**src/rtl/tiny_proc_pkg.sv**
```systemverilog
// Shared constants, sequencer states and instruction-field helpers for tiny_proc_core.
package tiny_proc_pkg;

  localparam logic [2:0] OP_ADD = 3'd0;
  localparam logic [2:0] OP_SUB = 3'd1;
  localparam logic [2:0] OP_AND = 3'd2;
  localparam logic [2:0] OP_OR  = 3'd3;
  localparam logic [2:0] OP_XOR = 3'd4;
  localparam logic [2:0] OP_NOT = 3'd5;
  localparam logic [2:0] OP_SHL = 3'd6;
  localparam logic [2:0] OP_SHR = 3'd7;

  localparam logic [3:0] CLASS_LOAD = 4'b1000;

  typedef enum logic [1:0] {
    FETCH     = 2'd0,
    DECODE    = 2'd1,
    EXECUTE   = 2'd2,
    WRITEBACK = 2'd3
  } state_e;

  localparam int DEST_LSB = 8;
  localparam int SRCA_LSB = 4;
  localparam int SRCB_LSB = 0;
  localparam int IMM_LSB  = 0;

  function automatic logic [1:0] f_dest(input logic [15:0] instr);
    return instr[DEST_LSB +: 2];
  endfunction

  function automatic logic [1:0] f_srca(input logic [15:0] instr);
    return instr[SRCA_LSB +: 2];
  endfunction

  function automatic logic [1:0] f_srcb(input logic [15:0] instr);
    return instr[SRCB_LSB +: 2];
  endfunction

  function automatic logic [7:0] f_imm(input logic [15:0] instr);
    return instr[IMM_LSB +: 8];
  endfunction

endpackage

```
**src/rtl/tiny_proc_alu.sv**
```systemverilog
// Combinational 8-bit ALU; results wrap modulo 256 with no carry out.
module tiny_proc_alu
  import tiny_proc_pkg::*;
(
  input  logic [2:0] op,
  input  logic [7:0] a,
  input  logic [7:0] b,
  output logic [7:0] result
);

  // Operation select
  always_comb begin
    result = 8'd0;
    case (op)
      OP_ADD:  result = a + b;
      OP_SUB:  result = a - b;
      OP_AND:  result = a & b;
      OP_OR:   result = a | b;
      OP_XOR:  result = a ^ b;
      OP_NOT:  result = ~a;
      OP_SHL:  result = {a[6:0], 1'b0};
      OP_SHR:  result = {1'b0, a[7:1]};
      default: result = 8'd0;
    endcase
  end

endmodule

```
**src/rtl/tiny_proc_core.sv**
```systemverilog
// Four-state 8-bit processor core running a 4-word ROM program.
// Define TINY_PROC_PC_WRAP_EN to loop the program forever instead of halting.
module tiny_proc_core
  import tiny_proc_pkg::*;
#(
  parameter logic [15:0] ROM0 = 16'h8005,
  parameter logic [15:0] ROM1 = 16'h8103,
  parameter logic [15:0] ROM2 = 16'h0201,
  parameter logic [15:0] ROM3 = 16'h1301
) (
  input  logic        clk,
  input  logic        rst_n,
  input  logic        en,
  input  logic [1:0]  dbg_addr,
  output logic [7:0]  dbg_data,
  output logic [1:0]  pc,
  output logic [15:0] ir,
  output logic [7:0]  alu_out,
  output logic        alu_zero,
  output logic        halted
);

  state_e      state_r;
  state_e      state_s;
  logic [1:0]  pc_r;
  logic [15:0] ir_r;
  logic [7:0]  alu_out_r;
  logic        alu_zero_r;
  logic        halted_r;
  logic [7:0]  a_r;
  logic [7:0]  b_r;
  logic [7:0]  regs_r [4];
  logic [15:0] rom_word_s;
  logic [7:0]  alu_res_s;
  logic        wr_en_s;
  logic [7:0]  wr_data_s;

  tiny_proc_alu u_alu (
    .op     (ir_r[14:12]),
    .a      (a_r),
    .b      (b_r),
    .result (alu_res_s)
  );

  // Instruction ROM
  always_comb begin
    rom_word_s = 16'h0000;
    case (pc_r)
      2'd0:    rom_word_s = ROM0;
      2'd1:    rom_word_s = ROM1;
      2'd2:    rom_word_s = ROM2;
      2'd3:    rom_word_s = ROM3;
      default: rom_word_s = 16'h0000;
    endcase
  end

  // Writeback source: ALU class writes the latched result, LOAD writes the immediate
  always_comb begin
    wr_en_s   = 1'b0;
    wr_data_s = 8'd0;
    if (ir_r[15] == 1'b0) begin
      wr_en_s   = 1'b1;
      wr_data_s = alu_out_r;
    end else if (ir_r[15:12] == CLASS_LOAD) begin
      wr_en_s   = 1'b1;
      wr_data_s = f_imm(ir_r);
    end else begin
      wr_en_s   = 1'b0;
      wr_data_s = 8'd0;
    end
  end

  // Sequencer state register
  always_ff @(posedge clk or negedge rst_n) begin
    if (!rst_n) begin
      state_r <= FETCH;
    end else begin
      state_r <= state_s;
    end
  end

  // Sequencer next state; a halted core parks in FETCH
  always_comb begin
    state_s = state_r;
    if (en) begin
      case (state_r)
        FETCH:     state_s = halted_r ? FETCH : DECODE;
        DECODE:    state_s = EXECUTE;
        EXECUTE:   state_s = WRITEBACK;
        WRITEBACK: state_s = FETCH;
        default:   state_s = FETCH;
      endcase
    end else begin
      state_s = state_r;
    end
  end

  // Datapath registers
  always_ff @(posedge clk or negedge rst_n) begin
    if (!rst_n) begin
      pc_r       <= 2'd0;
      ir_r       <= 16'h0000;
      alu_out_r  <= 8'd0;
      alu_zero_r <= 1'b1;
      halted_r   <= 1'b0;
      a_r        <= 8'd0;
      b_r        <= 8'd0;
      for (int i = 0; i < 4; i++) begin
        regs_r[i] <= 8'd0;
      end
    end else if (en) begin
      case (state_r)
        FETCH: begin
          if (!halted_r) begin
            ir_r <= rom_word_s;
          end
        end
        DECODE: begin
          a_r <= regs_r[f_srca(ir_r)];
          b_r <= regs_r[f_srcb(ir_r)];
        end
        EXECUTE: begin
          if (ir_r[15] == 1'b0) begin
            alu_out_r  <= alu_res_s;
            alu_zero_r <= (alu_res_s == 8'd0);
          end
        end
        WRITEBACK: begin
          if (wr_en_s) begin
            regs_r[f_dest(ir_r)] <= wr_data_s;
          end
`ifdef TINY_PROC_PC_WRAP_EN
          pc_r <= pc_r + 2'd1;
`else
          if (pc_r == 2'd3) begin
            halted_r <= 1'b1;
          end else begin
            pc_r <= pc_r + 2'd1;
          end
`endif
        end
        default: begin
          pc_r <= pc_r;
        end
      endcase
    end
  end

  assign dbg_data = regs_r[dbg_addr];
  assign pc       = pc_r;
  assign ir       = ir_r;
  assign alu_out  = alu_out_r;
  assign alu_zero = alu_zero_r;
  assign halted   = halted_r;

endmodule

```
**config.mk**
```make
export PLATFORM = sky130hd
export DESIGN_NAME = tiny_proc_core
export DESIGN_NICKNAME = d
export VERILOG_FILES = /design/src/rtl/tiny_proc_pkg.sv /design/src/rtl/tiny_proc_alu.sv /design/src/rtl/tiny_proc_core.sv
export SDC_FILE = /design/constraint.sdc
export NUM_CORES = 1
export LEC_CHECK = 0
export ABC_AREA = 1
export CAP_MARGIN = 30
export CORE_AREA = 2 2 124 126
export DETAILED_ROUTE_END_ITERATION = 8
export DIE_AREA = 0 0 126 128
export PLACE_DENSITY = 0.51
export SYNTH_ARGS = -nofsm -noshare
export SYNTH_HDL_FRONTEND = slang
export SYNTH_HIERARCHICAL = 1
export SYNTH_SLANG_ARGS = --single-unit
```
**constraint.sdc**
```tcl
create_clock -name clk -period 2.6 [get_ports clk]
set_clock_uncertainty 0.2 [all_clocks]
set_input_delay 0.52 -clock clk [delete_from_list [all_inputs] [get_ports clk]]
set_output_delay 0.52 -clock clk [all_outputs]
set_load 0.02 [all_outputs]
```
# Word-level counts from Yosys, hierarchy flattened
# Cells that the tools add are included.
dict set report op_classes {
  add_sub_neg 3
  n_lt_le_gt_ge 5
  n_eq_ne 14
  muxes 20
  bitwise 11
  n_reduce_logical 11
}
# op n
set op_table {}
lappend op_table {{$mux 8} 9}
lappend op_table {{$pmux 16 s4} 1}
lappend op_table {{$pmux 8 s8} 1}
lappend op_table {{$bmux 8 s2} 3}
lappend op_table {{$bwmux 32} 1}
lappend op_table {{$demux 8 s2} 1}
lappend op_table {{$reduce_and 3->1} 5}
lappend op_table {{$eq 3x3->1 const B} 4}
lappend op_table {{$ge 3x3->1 const B} 4}
lappend op_table {{$not 2->3} 4}
lappend op_table {{$add 8x8->8} 1}
lappend op_table {{$and 8x8->8} 1}
lappend op_table {{$eq 2x2->1 const B} 4}
lappend op_table {{$logic_not 8->1} 1}
lappend op_table {{$not 8->8} 1}
lappend op_table {{$or 8x8->8} 1}
lappend op_table {{$pmux 2 s4} 1}
lappend op_table {{$sub 8x8->8} 1}
lappend op_table {{$xor 8x8->8} 1}
lappend op_table {{$eq 3x2->1 const B} 2}
lappend op_table {{$eq 2x1->1 const B} 2}
lappend op_table {{$eq 4x4->1 const B} 1}
lappend op_table {{$logic_not 2->1} 2}
lappend op_table {{$eq 3x1->1 const B} 1}
lappend op_table {{other kinds (7)} 11}
dict set report word_totals {
  regBits 78
  input_bits 5
}

# Depth between registers and ports, before layout
dict set report logic_depth {
  ltp_word 6
  mapped_depth 23
}

# Hierarchy
# Netlist, hierarchy kept.
# mod instances cells_per_inst area_per_inst_um2
set by_module_without_submodules {}
lappend by_module_without_submodules {tiny_proc_core 1 446 3512.1}
lappend by_module_without_submodules {tiny_proc_alu 1 193 1119.8}

# Worst setup path after synthesis
# Ideal clock, no wire load.
dict set report synth_timing {
  kind {reg-to-reg}
  from {register b_r[0]}
  to {register alu_zero_r, in the netlist alu_zero}
  setup_time_ns 0.060
  arrival_ns 2.229
  required_time_ns 2.340
  setup_slack_ns 0.110
  stages_incl_launch_ff 21
  path_buffers 0
  period_less_slack_ns 2.490
  path_cell_list {dfrtp_1 inv_1 ha_1 inv_1 nor2_1 nand2_1 nand2_1 xor2_1 inv_1 ha_1 nand2_1 or2_2 nand4_1 nand2_1 nand2_1 nand2_1 inv_1 nand3_1 nor2_1 nand2_1 nand2_1}
}
dict set report synth_via {
  elab_chain_len 3
  word_cells_on_any_way 7
  classes_between {2 x add/sub; 1 x mux; 3 x bitwise; 1 x reduce/logical}
}
# item line
set synth_rtl {}
lappend synth_rtl {{from (decl)} tiny_proc_core.sv:31} ;# logic [7:0] b_r;
lappend synth_rtl {{from (signal assigned)} tiny_proc_core.sv:120} ;# b_r <= regs_r[f_srcb(ir_r)];
lappend synth_rtl {{$sub 8x8->8 / $add 8x8->8 (equally long branches)} {tiny_proc_alu.sv:16, tiny_proc_alu.sv:15}}
lappend synth_rtl {{$pmux 8 s8 *} tiny_proc_alu.sv:14} ;# case (op)
lappend synth_rtl {{named net alu_res_s[6]} tiny_proc_core.sv:34} ;# logic [7:0] alu_res_s;
lappend synth_rtl {{$logic_not 8->1 *} tiny_proc_core.sv:125} ;# alu_zero_r <= (alu_res_s == 8'd0);
lappend synth_rtl {{to (signal assigned)} tiny_proc_core.sv:125}
lappend synth_rtl {{to (decl)} tiny_proc_core.sv:28} ;# logic alu_zero_r;
# The timed path passes the listed nets; every way through them passes the cells marked *.
# A chain may end at the register's enable or synchronous reset.

# Worst setup path in the final report
dict set report layout_timing {
  from {register b_r[1]}
  to {register alu_zero_r, in the netlist alu_zero}
}
# Same word-level chain as after synthesis.

==> results.txt <==
----------------------------------------------------
[Cells and area]
  Count of antenna diodes in the layout ... 0
  Synth-to-layout area growth ... 25.1%
  Area of all placed cells without fillers ... 5790 sq um
  Share of final-layout standard cells stronger than drive strength 1 ... 0.137
  Number of nets in the finished design ... roughly 750

[Setup path]
  CP startpoint kind ... flop
  Most numerous cell on the critical path ... sky130_fd_sc_hd__nand2_1
  Data required time of the critical path ... 2.67 ns
  Endpoint of the worst register-to-register path ... alu_zero
  Critical setup path kind ... reg2reg
  Worst reg2reg setup slack ... -0.04 ns
  Crit path max fanout ... 4
  FF-to-FF Start ... b_r[1]
  Cells along the critical path ... buf_4 > nor2_1 > nand2_1 > nand2_2 > nand2_1 > xor2_1 > ha_1 > nand2_1 > or2_2 > nand4_1 > nand2_1 > nand2_1 > nand2_1 > inv_1 > nand3_1 > nor2_1 > nand2_1 > nand2_1
  Type of destination of the critical path ... flop
  Arrival time at the worst endpoint ... roughly 2.7 ns
  Crit-path max cell delay ... ~0.4 ns
  Depth of the most critical reg-to-reg path ... 18
  Cell type of the slowest stage on the worst timing path ... sky130_fd_sc_hd__dfrtp_1

[Clock tree]
  CTS tree ... yes
  Clock Latency Late Sink ... 0.33 ns
  Clock-pin slew reported for the worst setup and hold paths after clock tree synthesis ... around 0.060 ns
  CTS Root Cell ... sky130_fd_sc_hd__clkbuf_16
  Number of buffers created by CTS ... 9
  Maximum number of buffers from clock root to sink ... 2
  Sinks on Clock Net ... 69
  Number of levels in the clock H-tree ... 3

[Timing]
  Setup repair after global routing missed its margin ... true
  Worst slew margin ... 0.610
  Final hold violation count ... 0
  Setup slack of the critical path after layout ... -0.0403 ns
  Final cycle utilization of the critical path ... 1.02
  Transition at the pin with the smallest max-transition slack ... between 0.5 and 0.6 ns
  Final critical-path required period ... 2.64 ns
  Achievable frequency ... 0.379 GHz
  Final setup viols ... 2
  Number of max-slew violations in the final report ... 0

[Power and ir drop]
  Switching part of the total power ... 0.440
  Static Leak ... between 2 and 3 nW
  VDD IR-drop max ... 468 uV
  Net switching power ... 3.27 mW
  Clock Power Share ... 0.171
  PD cells ... 1280 nW/um^2
  Internal Dissipation ... 4.16 mW
  Reg power frac ... 0.247
  Combinational group share of total power ... 0.582

[Yosys]
  Combined area of all synthesized cells ... 4630 sq um
  Share of the yosys chip area belonging to registers ... 0.373
  Warning count from the yosys run ... 6
  Flip-flop cell with the highest count after synthesis ... sky130_fd_sc_hd__dfrtp_1
  Distinct cell type count of the synthesized netlist ... 34
  Synthesized flop and latch total ... 69
  Async S/R FF share, synth ... 1.00
  Mean Syn Cell Area ... 7.25 sq um
  Synthesized instance count ... 639
  Number of flops mapped to enable cells by yosys ... 0

[Drt]
  Remaining number of nets flagged by the antenna check after routing ... 0
  Per-cell via count in the routed design ... 4.47
  Detail-routed net length per standard cell ... roughly 13 microns
  Total DRC errors in the routed layout ... 0
  Vias ... 4048
  1st-pass router iterations ... 4
  Number of DRC violations after detailed-routing iteration 0 ... 209
  DRT Wirelength ... 11.8 mm

[Die]
  Floorplan die height ... around 130 microns
  Area of the core ... 14900 sq um
  Effective utilization at floorplan ... 0.312
  Number of top-level design ports ... 41
  Die area ... 16100 sq um
  Die width ... 126 microns
  Row cnt ... 45

[Run status]
  Violations in the final reports ... setup timing
  Outcome ... finished, violations left

[Global routing]
  Total congestion overflow ... 0
  Pin count of the biggest net entering global routing ... 34
  Antenna violations before repair ... 0
  Wire length of the first global-routing pass ... 20.0 mm
  Tot GR Track Use ... 0.153
  Via count of the first global-routing pass ... ~4000

[Hold path]
  Tightest Hold Check Type ... reg2reg
  Sink of the worst hold path ... regs_r[7]
  Startpoint of the tightest hold check path ... regs_r[7]
  Hold-critical path depth ... 2

[Place]
  Setup Slack @ Placement ... -0.204 ns
  Area post-placement ... 5360 sq um
  Dpl hpwl ... 9.01 mm
  Routability congestion estimate ... 0.861
  # port buffers ... 31

[Flow run]
  Max-cap check violation count ... 0

----------------------------------------------------
-- per-layer routing --
layer  vias up  routed length [microns]  track usage
li1       2150                        -            -
met1      1828                     5660        0.207
met2        60                     5760        0.254
met3        10                      283       0.0225
met4         0                      121       0.0452
met5         -                        0            0
-- final cells by class --
type	count	area (sq um)
Timing Repair Buffer	67	604
Sequential cell	69	1730
Tap cell	188	235
Fill cell	1581	9070
Clock buffer	11	233
Inverter	94	353
Multi-Input combinational cell	471	2570
Clock inverter	5	75.1
-- cells in the mapped netlist, drive strengths merged (2+ instances only) --
cell type,instances,area share
o2111ai,5,0.0095
ha,33,0.089
xor2,9,0.017
o22ai,4,0.0054
nor2,30,0.028
nand2,228,0.19
o21ai,59,0.072
nand4,4,0.0054
clkinv,2,0.0016
buf,19,0.029
o211ai,11,0.018
dfrtp,68,0.37
inv,92,0.075
a21oi,17,0.018
clkbuf,6,0.0049
nand3,43,0.046
-- cells by family after synthesis --
kind of cell / Yosys count / share of synthesized area
xor gates and xnor gates: 10 / 0.0189
adders and majority gates: 34 / 0.0935
and+or+nand+nor: 307 / 0.276
buffers and inverters: 119 / 0.110
other: 1 / 0.000810
DFF: 69 / 0.373
AOI/OAI and AO/OA: 99 / 0.128
-- power groups by stage --
| stage | Combinational [mW] | Sequential, mW | Clock, mW |
|---|---|---|---|
| after floorplan | 2.44 | 1.86 | 0 |
| after global placement | 3.78 | 1.82 | 0 |
| after detailed placement | 3.82 | 1.83 | 0 |
| after CTS | 4.06 | 1.83 | 1.31 |
| after global routing | 4.89 | 1.89 | 1.36 |
| final | 4.32 | 1.83 | 1.27 |
-- layout by cell type, fill, tap and decap left out, drive strengths merged, types with 2 or more instances in the layout --
cell type      instances
xor2                   9
o22ai                  4
bufinv                 2
nand2                228
clkbuf                13
o21ai                 59
clkdlybuf4s15          2
nand3                 43
o2111ai                5
ha                    33
nand4                  4
dlygate4sd2            4
dfrtp                 68
conb                  21
inv                   92
o211ai                11
clkdlybuf4s50         22
nor2                  30
clkinv                 5
buf                   36
a21oi                 17
-- registers in the layout (all words and copies together) (netlist names) --
register and count:
alu_out 8, b_r 8, halted 1, ir 7, regs_r 32, pc 2
a_r 8, alu_zero 1, state_r 2
-- worst max-delay path by stage --
stage,start,endpoint,slack (ns),depth (start not counted)
2_1_floorplan,b_r[0],alu_zero,0.11,20
3_3_place_gp,dbg_addr[0],dbg_data[1],-0.19,6
3_5_place_dp,dbg_addr[0],dbg_data[1],-0.20,6
4_1_cts,b_r[1],alu_zero,-0.02,20
5_1_grt,b_r[0],alu_zero,-0.29,22
6_report,b_r[1],alu_zero,-0.04,18
-- repair_timing --
| item | in CTS | in global routing |
|---|---|---|
| endpoints found under the setup margin | 11 | 10 |
| gates resized for setup | 16 | 27 |
| buffers inserted | 3 | 1 |
| pin swaps | 5 | 10 |
| endpoints found under the hold margin | 5 | 0 |
| hold buffers | 1 | 0 |
-- critical path: cells and delay by family (launching register included) --
| family | cells | cell delay [ns] |
|---|---|---|
| xor+xnor | 1 | 0.14 |
| fa+ha+maj | 1 | 0.36 |
| buf+inv | 2 | 0.21 |
| flops | 1 | 0.39 |
| simple gates | 14 | 1.28 |
-- stage by stage --
stage               setup TNS [ns]  cells  power [mW]   util  hold slack (ns)
floorplan                        0    659        4.30      -           0.0244
global placement             -1.49    884        5.60  0.361            0.265
detailed placement           -1.61    884        5.65  0.361            0.268
CTS                        -0.0196    904        7.20  0.386            0.281
global route                -0.658    905        8.15  0.390            0.313
finish                     -0.0635    905        7.43  0.390            0.276
Note: power is estimated with default switching activity, not from simulation.
